File: src/rtl/plic_lite.sv
// Lite platform-level interrupt controller: level gateways, priority arbiter with
// threshold, and a single claim/complete context on a simple request/ack bus.
module plic_lite #(
    parameter int unsigned NSRC   = 8,
    parameter int unsigned PRIO_W = 3
) (
    input  logic              clk,
    input  logic              rst_n,
    input  logic [NSRC-1:0]   src,
    input  logic              bus_req,
    input  logic              bus_we,
    input  logic [23:0]       bus_addr,
    input  logic [31:0]       bus_wdata,
    output logic [31:0]       bus_rdata,
    output logic              bus_ack,
    output logic              irq_ext
);

    // Per-source state is indexed by source ID, so bit 0 does not exist.
    logic [NSRC:1]     r_s1, r_s2, r_pend, r_insvc, r_en;
    logic [PRIO_W-1:0] r_prio [1:NSRC];
    logic [PRIO_W-1:0] r_thr;
    logic              r_ack, r_irq;
    logic [31:0]       r_rdata;

    logic              w_accept, w_rd, w_wr;
    logic              w_prio_sel, w_sel_pend, w_sel_en, w_sel_thr, w_sel_cc;
    logic [9:0]        w_prio_idx;
    logic [4:0]        w_best_id, w_cmpl_id;
    logic [PRIO_W-1:0] w_best_prio;
    logic              w_claim, w_cmpl;
    logic [NSRC:1]     w_pend_nxt, w_insvc_nxt;
    logic [31:0]       w_rdata;
    logic              w_unused;

    assign w_accept   = bus_req & ~r_ack;
    assign w_rd       = w_accept & ~bus_we;
    assign w_wr       = w_accept & bus_we;
    assign w_prio_sel = (bus_addr[23:12] == 12'h000) && (bus_addr[1:0] == 2'b00);
    assign w_prio_idx = bus_addr[11:2];
    assign w_sel_pend = (bus_addr == 24'h001000);
    assign w_sel_en   = (bus_addr == 24'h002000);
    assign w_sel_thr  = (bus_addr == 24'h200000);
    assign w_sel_cc   = (bus_addr == 24'h200004);
    assign w_claim    = w_rd & w_sel_cc & (w_best_id != 5'd0);
    assign w_cmpl     = w_wr & w_sel_cc;
    assign w_cmpl_id  = bus_wdata[4:0];
    assign w_unused   = ^bus_wdata;

    // Ascending scan with strict '>' gives ties to the lowest ID and skips prio 0.
    always_comb begin
        w_best_id   = '0;
        w_best_prio = '0;
        for (int unsigned i = 1; i <= NSRC; i++) begin
            if (r_pend[i] && r_en[i] && (r_prio[i] > w_best_prio)) begin
                w_best_id   = 5'(i);
                w_best_prio = r_prio[i];
            end
        end
    end

    // Claim beats a same-edge gateway set; pending only re-arms once in-service is clear.
    always_comb begin
        w_pend_nxt  = r_pend;
        w_insvc_nxt = r_insvc;
        for (int unsigned i = 1; i <= NSRC; i++) begin
            if (w_claim && (w_best_id == 5'(i))) begin
                w_pend_nxt[i]  = 1'b0;
                w_insvc_nxt[i] = 1'b1;
            end else begin
                if (r_s2[i] && !r_pend[i] && !r_insvc[i])
                    w_pend_nxt[i] = 1'b1;
                if (w_cmpl && (w_cmpl_id == 5'(i)))
                    w_insvc_nxt[i] = 1'b0;
            end
        end
    end

    always_comb begin
        w_rdata = '0;
        if (w_prio_sel) begin
            for (int unsigned i = 1; i <= NSRC; i++) begin
                if (w_prio_idx == 10'(i))
                    w_rdata = 32'(r_prio[i]);
            end
        end else if (w_sel_pend) begin
            w_rdata = 32'({r_pend, 1'b0});
        end else if (w_sel_en) begin
            w_rdata = 32'({r_en, 1'b0});
        end else if (w_sel_thr) begin
            w_rdata = 32'(r_thr);
        end else if (w_sel_cc) begin
            w_rdata = 32'(w_best_id);
        end
    end

    always_ff @(posedge clk or negedge rst_n) begin
        if (!rst_n) begin
            r_s1    <= '0;
            r_s2    <= '0;
            r_pend  <= '0;
            r_insvc <= '0;
            r_en    <= '0;
            r_thr   <= '0;
            r_ack   <= 1'b0;
            r_irq   <= 1'b0;
            r_rdata <= '0;
            for (int unsigned i = 1; i <= NSRC; i++)
                r_prio[i] <= '0;
        end else begin
            r_s1    <= src;
            r_s2    <= r_s1;
            r_pend  <= w_pend_nxt;
            r_insvc <= w_insvc_nxt;
            r_ack   <= w_accept;
            r_rdata <= w_rd ? w_rdata : '0;
            r_irq   <= (w_best_prio > r_thr);
            if (w_wr && w_sel_en)
                r_en <= bus_wdata[NSRC:1];
            if (w_wr && w_sel_thr)
                r_thr <= bus_wdata[PRIO_W-1:0];
            for (int unsigned i = 1; i <= NSRC; i++) begin
                if (w_wr && w_prio_sel && (w_prio_idx == 10'(i)))
                    r_prio[i] <= bus_wdata[PRIO_W-1:0];
            end
        end
    end

    assign bus_ack   = r_ack;
    assign bus_rdata = r_rdata;
    assign irq_ext   = r_irq;

endmodule

File: config.mk
export PLATFORM = sky130hd
export DESIGN_NAME = plic_lite
export DESIGN_NICKNAME = d
export VERILOG_FILES = /design/src/rtl/plic_lite.sv
export SDC_FILE = /design/constraint.sdc
export NUM_CORES = 1
export LEC_CHECK = 0
export CORE_ASPECT_RATIO = 1.5
export CORE_MARGIN = 2
export CORE_UTILIZATION = 55
export DETAILED_ROUTE_END_ITERATION = 7
export PLACE_DENSITY = 0.95
export SLEW_MARGIN = 20
export SYNTH_ARGS = -nofsm -noshare
export SYNTH_HDL_FRONTEND = slang
export SYNTH_SLANG_ARGS = --single-unit
export TNS_END_PERCENT = 20
File: constraint.sdc
create_clock -name clk -period 20.3 [get_ports clk]
set_input_delay 3.045 -clock clk [delete_from_list [all_inputs] [get_ports clk]]
set_output_delay 3.045 -clock clk [all_outputs]
set_load 0.02 [all_outputs]
==> flow_summary.yaml, run 1 <==
status:
  outcome: "completed"
cts:
  cts_root_buf: "clkbuf_16"
  ctsResizeCount: 0
  clk_pin_slew_worst_paths_ps: 60
  htreeDepth: 3
  cts_buffer_depth: 2
  cts_tree: "yes"
  clock_sinks: 78
  clk_latency_ps: 340
  cts_hold_buf: 0
  cts_setup_buffers: 0
  cts_made_buffers: 9
synth:
  ys_ff_latch: 78
  syn_inst: 480
  yosysUniqueCellTypes: 65
  yosys.area.top_type: "dfrtp_1"
  yosysWarnings: 0
  netlist.area_leader.share_pct: 42.2
  syn_area_per_cell_sq_um: 9.64
  netlist_area_sq_um: 4630
  synth_edf_count: 0
  netlist_top_cells_area: "dfrtp_1, mux2_2, ha_1, buf_4, nand2_1"
  ys.flop_type: "dfrtp_1"
  seq_area_frac_synth_pct: 42.2
  ys_async_sr_fraction_pct: 100
place:
  place_inst: 633
  io_buffer_count: 55
  dpl.hpwl_um: 8880
  gp_congestion: 0.984
routing:
  ant_nets: 0
  drt-wirelength-per-cell_um: 19.2
  drt_wl_total_um: 12500
  avgViaCountPerCell: 6.25
  via_count: 4057
  first_pass_iters: 5
  drc: 0
  drt_iter0_drc: 409
grt:
  grt-ovfl-total: 0
  antenna_found_initial: 0
  first_global_vias: 4084
  grt_usage_pct: 28.6
  grt_max_degree: 79
  grt_pass1_wl_um: 20100
sta:
  fin_crit_sh_pct: 61.7
  rsz0062_at_grt: "no"
  max-slew-margin-rel_pct: 36.9
  setup_viol: 0
  fmax_mhz: 79.9
  finalClockSkew_ps: 5.68
  report.final.slew_viol_count: 0
  finalSetupTns_ps: 0
  tightest_slew_ps: 947
  final.min_clock_period_ps: 12520
  hold_violations: 0
worst_hold_path:
  min_from: "r_s1[3]$_DFF_PN0_"
  hp-class: "reg -> reg"
die:
  fp.dieH_um: 116
  die_area_sq_um: 9180
  core_area_sq_um: 8310
  ios: 102
  rows: 41
  die_w_um: 78.9
  start_util_pct: 55.7
power:
  p_comb_share_pct: 6.1
  leakagePower_nw: 2.45
  seq_power_share_pct: 45.1
  power.switching_w: 0.0000760
  power_density_nw_per_um2: 63.6
  switching_share_pct: 21.7
  peakVddDrop_mv: 0.0537
  internal_power_w: 0.000274
  p_clk_share_pct: 48.8
critical_path:
  rr_startpoint: "r_pend[1]$_DFFE_PN0P_"
  cp-end-kind: "flip-flop"
  cp-start-kind: "flip-flop"
  crit_fanout: 10
  worstPathRequired_ps: 20550
  path_class: "reg -> reg"
  cp_slowest_stage_delay_ps: 650
  worstPathArrival_ps: 12770
  startpoint: "r_pend[1]$_DFFE_PN0P_"
  critPathMostFrequentCell: "ha_1"
  worst_path_max_delay_cell: "o2111ai_1"
final_layout:
  finalNonFillerCells: 649
  syn_to_final_growth_pct: 19.0
  finish.net_count: 622
  n_antenna_cell: 0
  n_fill_cell: 629
  drive_above_1_share_pct: 11.6
run:
  drv_cap: 0
[worst paths after layout]
kind,endpoint,slack (ps),cells past startpoint
worst max-delay path,r_insvc[2]$_DFFE_PN0P_,7780,48
worst min-delay path,r_s2[3]$_DFF_PN0_,350,0
worst max register to register,r_insvc[2]$_DFFE_PN0P_,7780,48
worst min register to register,r_s2[3]$_DFF_PN0_,350,0
max in group asynchronous,r_prio[9]$_DFFE_PN0P_,16830,1
min in group asynchronous,r_s1[8]$_DFF_PN0_,2830,1
[state kept, by name, summed over array words and instances, names as in the netlist]
signal	flops
bus_ack	1
bus_rdata	9
irq_ext	1
r_en	8
r_insvc	8
r_pend	8
r_prio	24
r_s1	8
r_s2	8
r_thr	3
[metrics by stage]
stage          setup WS, ps  hold slack (ps)  util, %  total power (W)  area (sq um)
3_5_place_dp           8060              335     62.4         0.000182          5190
5_1_grt                7100              358     66.2         0.000359          5500
3_3_place_gp           8360              332     62.4         0.000181          5190
2_1_floorplan          9830              331        -         0.000171          4710
6_report               7780              349     66.2         0.000350          5500
4_1_cts                7950              350     66.2         0.000350          5500
[critical path: cells and delay by family (launching register included)]
family,cells,cell delay [ps]
AO/OA/AOI/OAI,15,4120
adder cells (fa/ha/maj),8,2230
buffers and inverters,2,370
flip-flops,1,450
multiplexers,4,1480
AND/OR/NAND/NOR,19,3740
[placed cells by master, fill, tap and decap left out, types with 3 or more instances in the layout]
cell	count
nand3_1	16
o21a_1	5
conb_1	23
mux2_2	29
a211oi_1	3
a31oi_1	8
nor2_1	39
mux2_4	4
clkdlybuf4s50_1	54
a21oi_1	23
a221oi_1	3
inv_1	32
a22oi_1	13
ha_1	17
and3_1	9
a21o_1	4
or3_1	3
o2111ai_1	5
nor2b_1	5
o21ai_0	27
nand2_1	46
nor4_1	6
nand2b_1	5
clkbuf_16	9
nor3_1	8
or4_1	3
and4b_1	3
nand3b_1	5
mux2i_1	5
dfrtp_1	78
[final cells by class]
cell class	instances	area [sq um]	share of cell area, %
flip-flops and latches	78	1950	35.5
well taps	107	134	2.43
inverters	32	120	2.18
clock buffers	11	233	4.23
clock inverters	5	83.8	1.52
repair buffers	55	548	9.96
multi-input cells	361	2430	44.2
[power by group through the flow]
stage | Clock (W) | Sequential [W] | Combinational [W]
after floorplan | 0 | 0.000161 | 0.0000104
after global placement | 0 | 0.000161 | 0.0000206
after detailed placement | 0 | 0.000161 | 0.0000211
after CTS | 0.000171 | 0.000158 | 0.0000213
after global routing | 0.000178 | 0.000158 | 0.0000231
final | 0.000171 | 0.000158 | 0.0000214
[Yosys cell counts (6+ instances only)]
library cell and count:
inv_1 32, buf_4 23, mux2_2 29, nor2_1 39, nor4_1 6, a31oi_1 8
dfrtp_1 78, and3_1 9, clkbuf_1 7, nor3_1 8, nand3_1 16, ha_1 17
a22oi_1 13, a21oi_1 23, nand2_1 46, o21ai_0 27
[per-layer routing]
layer  GRT usage, %  share of wire [%]  vias to the layer above
li1               -                  -                     1815
met4           17.9                5.5                        0
met3           5.10                6.6                       69
met1           30.6                 35                     1917
met2           52.0                 53                      256
met5              0                  0                        -
[cell families after synthesis]
group | count (synthesis) | share of synthesized area [%]
buf+inv | 63 | 7.01
simple gates | 160 | 17.3
flops | 78 | 42.2
compound gates | 121 | 18.9
fa+ha+maj | 19 | 5.06
other cells | 1 | 0.0811
mux | 38 | 9.44
Note: power is estimated with default switching activity, not from simulation.
==> inputs of run 2 (changes only) <==
--- a/config.mk
+++ b/config.mk
@@ -7,9 +7,9 @@
 export LEC_CHECK = 0
 export CORE_ASPECT_RATIO = 1.5
 export CORE_MARGIN = 2
-export CORE_UTILIZATION = 55
+export CORE_UTILIZATION = 46
 export DETAILED_ROUTE_END_ITERATION = 7
-export PLACE_DENSITY = 0.95
+export PLACE_DENSITY = 0.88
 export SLEW_MARGIN = 20
 export SYNTH_ARGS = -nofsm -noshare
 export SYNTH_HDL_FRONTEND = slang
==> constraint.sdc (replaced) <==
create_clock -name clk -period 10.66 [get_ports clk]
set_input_delay 1.599 -clock clk [delete_from_list [all_inputs] [get_ports clk]]
set_output_delay 1.599 -clock clk [all_outputs]
set_load 0.02 [all_outputs]
==> flow_summary.yaml, run 2 (synthesis gave the netlist of run 1 again) <==
status:
  outcome: "complete, but fails checks"
  violations: "DRC"
final_layout:
  final_common_cell: "dfrtp_1"
  design_area_sq_um: 5740
  most-common-layout-cells: "dfrtp_1, clkdlybuf4s50_1, nand2_1"
  n_fill_cell: 817
  drive_above_1_share_pct: 17.1
  finalNonFillerCells: 677
  largest_register_ffs: 24
  n_antenna_cell: 0
  regMostFlops: "r_prio"
  syn_to_final_growth_pct: 24.0
  finish.net_count: 642
sta:
  hold_violations: 0
  finalClockSkew_ps: 8.35
  fmax_mhz: 97.6
  finalSetupTns_ps: 0
  max-slew-margin-rel_pct: 35.0
  fin_ws_ps: 412
  fin_crit_sh_pct: 96.1
  setup_viol: 0
  final.min_clock_period_ps: 10250
  tightest_slew_ps: 975
  report.final.slew_viol_count: 0
critical_path:
  path_class: "reg -> reg"
  worst_path_max_delay_cell: "dfrtp_1"
  worstPathRequired_ps: 10880
  cp-end-kind: "flip-flop"
  crit_fanout: 5
  worstPathArrival_ps: 10460
  cp_slowest_stage_delay_ps: 430
  cp-start-kind: "flip-flop"
  critPathMostFrequentCell: "ha_1"
routing:
  first_pass_iters: 8
  drc: 7
  avgViaCountPerCell: 6.00
  drt-wirelength-per-cell_um: 19.1
  drt_iter0_drc: 438
  drt_wl_total_um: 12900
  via_count: 4063
  ant_nets: 0
cts:
  cts_buffer_depth: 2
  clock_sinks: 78
  cts_made_buffers: 9
  cts_tree: "yes"
  cts_root_buf: "clkbuf_16"
  htreeDepth: 3
  cts_hold_buf: 0
  clk_pin_slew_worst_paths_ps: 60
  clk_latency_ps: 340
grt:
  grt_use_met2_pct: 43.4
  grt_util_met3_pct: 3.77
  grt_pass1_wl_um: 20500
  grt_max_degree: 79
  grt-ovfl-total: 0
  use_met1_pct: 26.1
  antenna_found_initial: 0
  top_usage_layer: "met2"
  grt_usage_pct: 24.0
  first_global_vias: 4077
power:
  power_density_nw_per_um2: 114
  finalPower_w: 0.000655
  leakagePower_nw: 2.57
  peakVddDrop_mv: 0.0709
die:
  ios: 102
  die_area_sq_um: 10900
  core_area_sq_um: 9740
  die_w_um: 85.9
  fp.dieH_um: 127
  start_util_pct: 47.5
  rows: 44
place:
  post-place-ws_ps: 107
  place_inst: 654
  postPlaceCellArea_sq_um: 5290
  gp_congestion: 0.911
  io_buffer_count: 55
  dpl.hpwl_um: 9660
run:
  drv_cap: 0
worst_hold_path:
  hp-class: "reg -> reg"
-- run 2: cell count changes in the layout (fill, tap and decap cells not counted), moves of 2 or more --
cell / delta
clkinvlp_4: -2
clkbuf_1: -2
inv_6: +4
nor2_1: -3
nor2_2: +2
buf_4: +19
-- run 2: routing by layer --
metal	routed length [um]	up-vias
met5	0	-
met4	616	0
met3	555	42
met2	7010	170
met1	4730	1990
li1	-	1861
-- run 2: what timing repair did --
action | 4_1_cts | 5_1_grt
setup buffers | 0 | 7
gates resized for setup | 0 | 14
setup endpoints to repair | 0 | 19
-- run 2: layout make-up --
type,count,area (sq um),share of cell area (%)
Inverter,32,120,2.09
Sequential cell,78,1950,34.0
Clock buffer,9,225,3.93
Tap cell,115,144,2.51
Multi-Input combinational cell,361,2510,43.7
Clock inverter,7,78.8,1.37
Timing Repair Buffer,75,711,12.4
-- run 2: power by group --
part / switching, W / total (W) / leakage [nW] / internal (W)
combinational: 0.0000243 / 0.0000410 / 1.45 / 0.0000167
sequential: 0.00000120 / 0.000301 / 0.968 / 0.000299
clock: 0.000129 / 0.000314 / 0.151 / 0.000185
total: 0.000155 / 0.000655 / 2.57 / 0.000501
-- run 2: path summary, 6_finish.rpt --
kind | depth (start not counted) | slack (ps) | from | endpoint
worst max-delay path | 52 | 410 | r_prio[22]$_DFFE_PN0P_ | irq_ext$_DFF_PN0_
worst max register to register | 52 | 410 | r_prio[22]$_DFFE_PN0P_ | irq_ext$_DFF_PN0_
worst min register to register | 0 | 350 | r_s1[5]$_DFF_PN0_ | r_s2[5]$_DFF_PN0_
min in group asynchronous | 1 | 1400 | rst_n | r_s1[8]$_DFF_PN0_
max in group asynchronous | 1 | 8610 | rst_n | r_prio[23]$_DFFE_PN0P_
worst min-delay path | 0 | 350 | r_s1[5]$_DFF_PN0_ | r_s2[5]$_DFF_PN0_
-- run 2: through the flow --
stage	util (%)	hold WS [ps]
6_report	58.9	347
5_1_grt	58.9	358
4_1_cts	57.4	349
3_5_place_dp	54.3	335
3_3_place_gp	54.3	333
2_1_floorplan	-	331
-- run 2: worst max-delay path, delay by kind of cell (launching register included) --
| family | cells | cell delay (ps) |
|---|---|---|
| AOI/OAI and AO/OA | 19 | 3330 |
| adders and majority gates | 9 | 2670 |
| and+or+nand+nor | 17 | 2050 |
| muxes | 4 | 1270 |
| DFF | 1 | 430 |
| buffers and inverters | 3 | 350 |
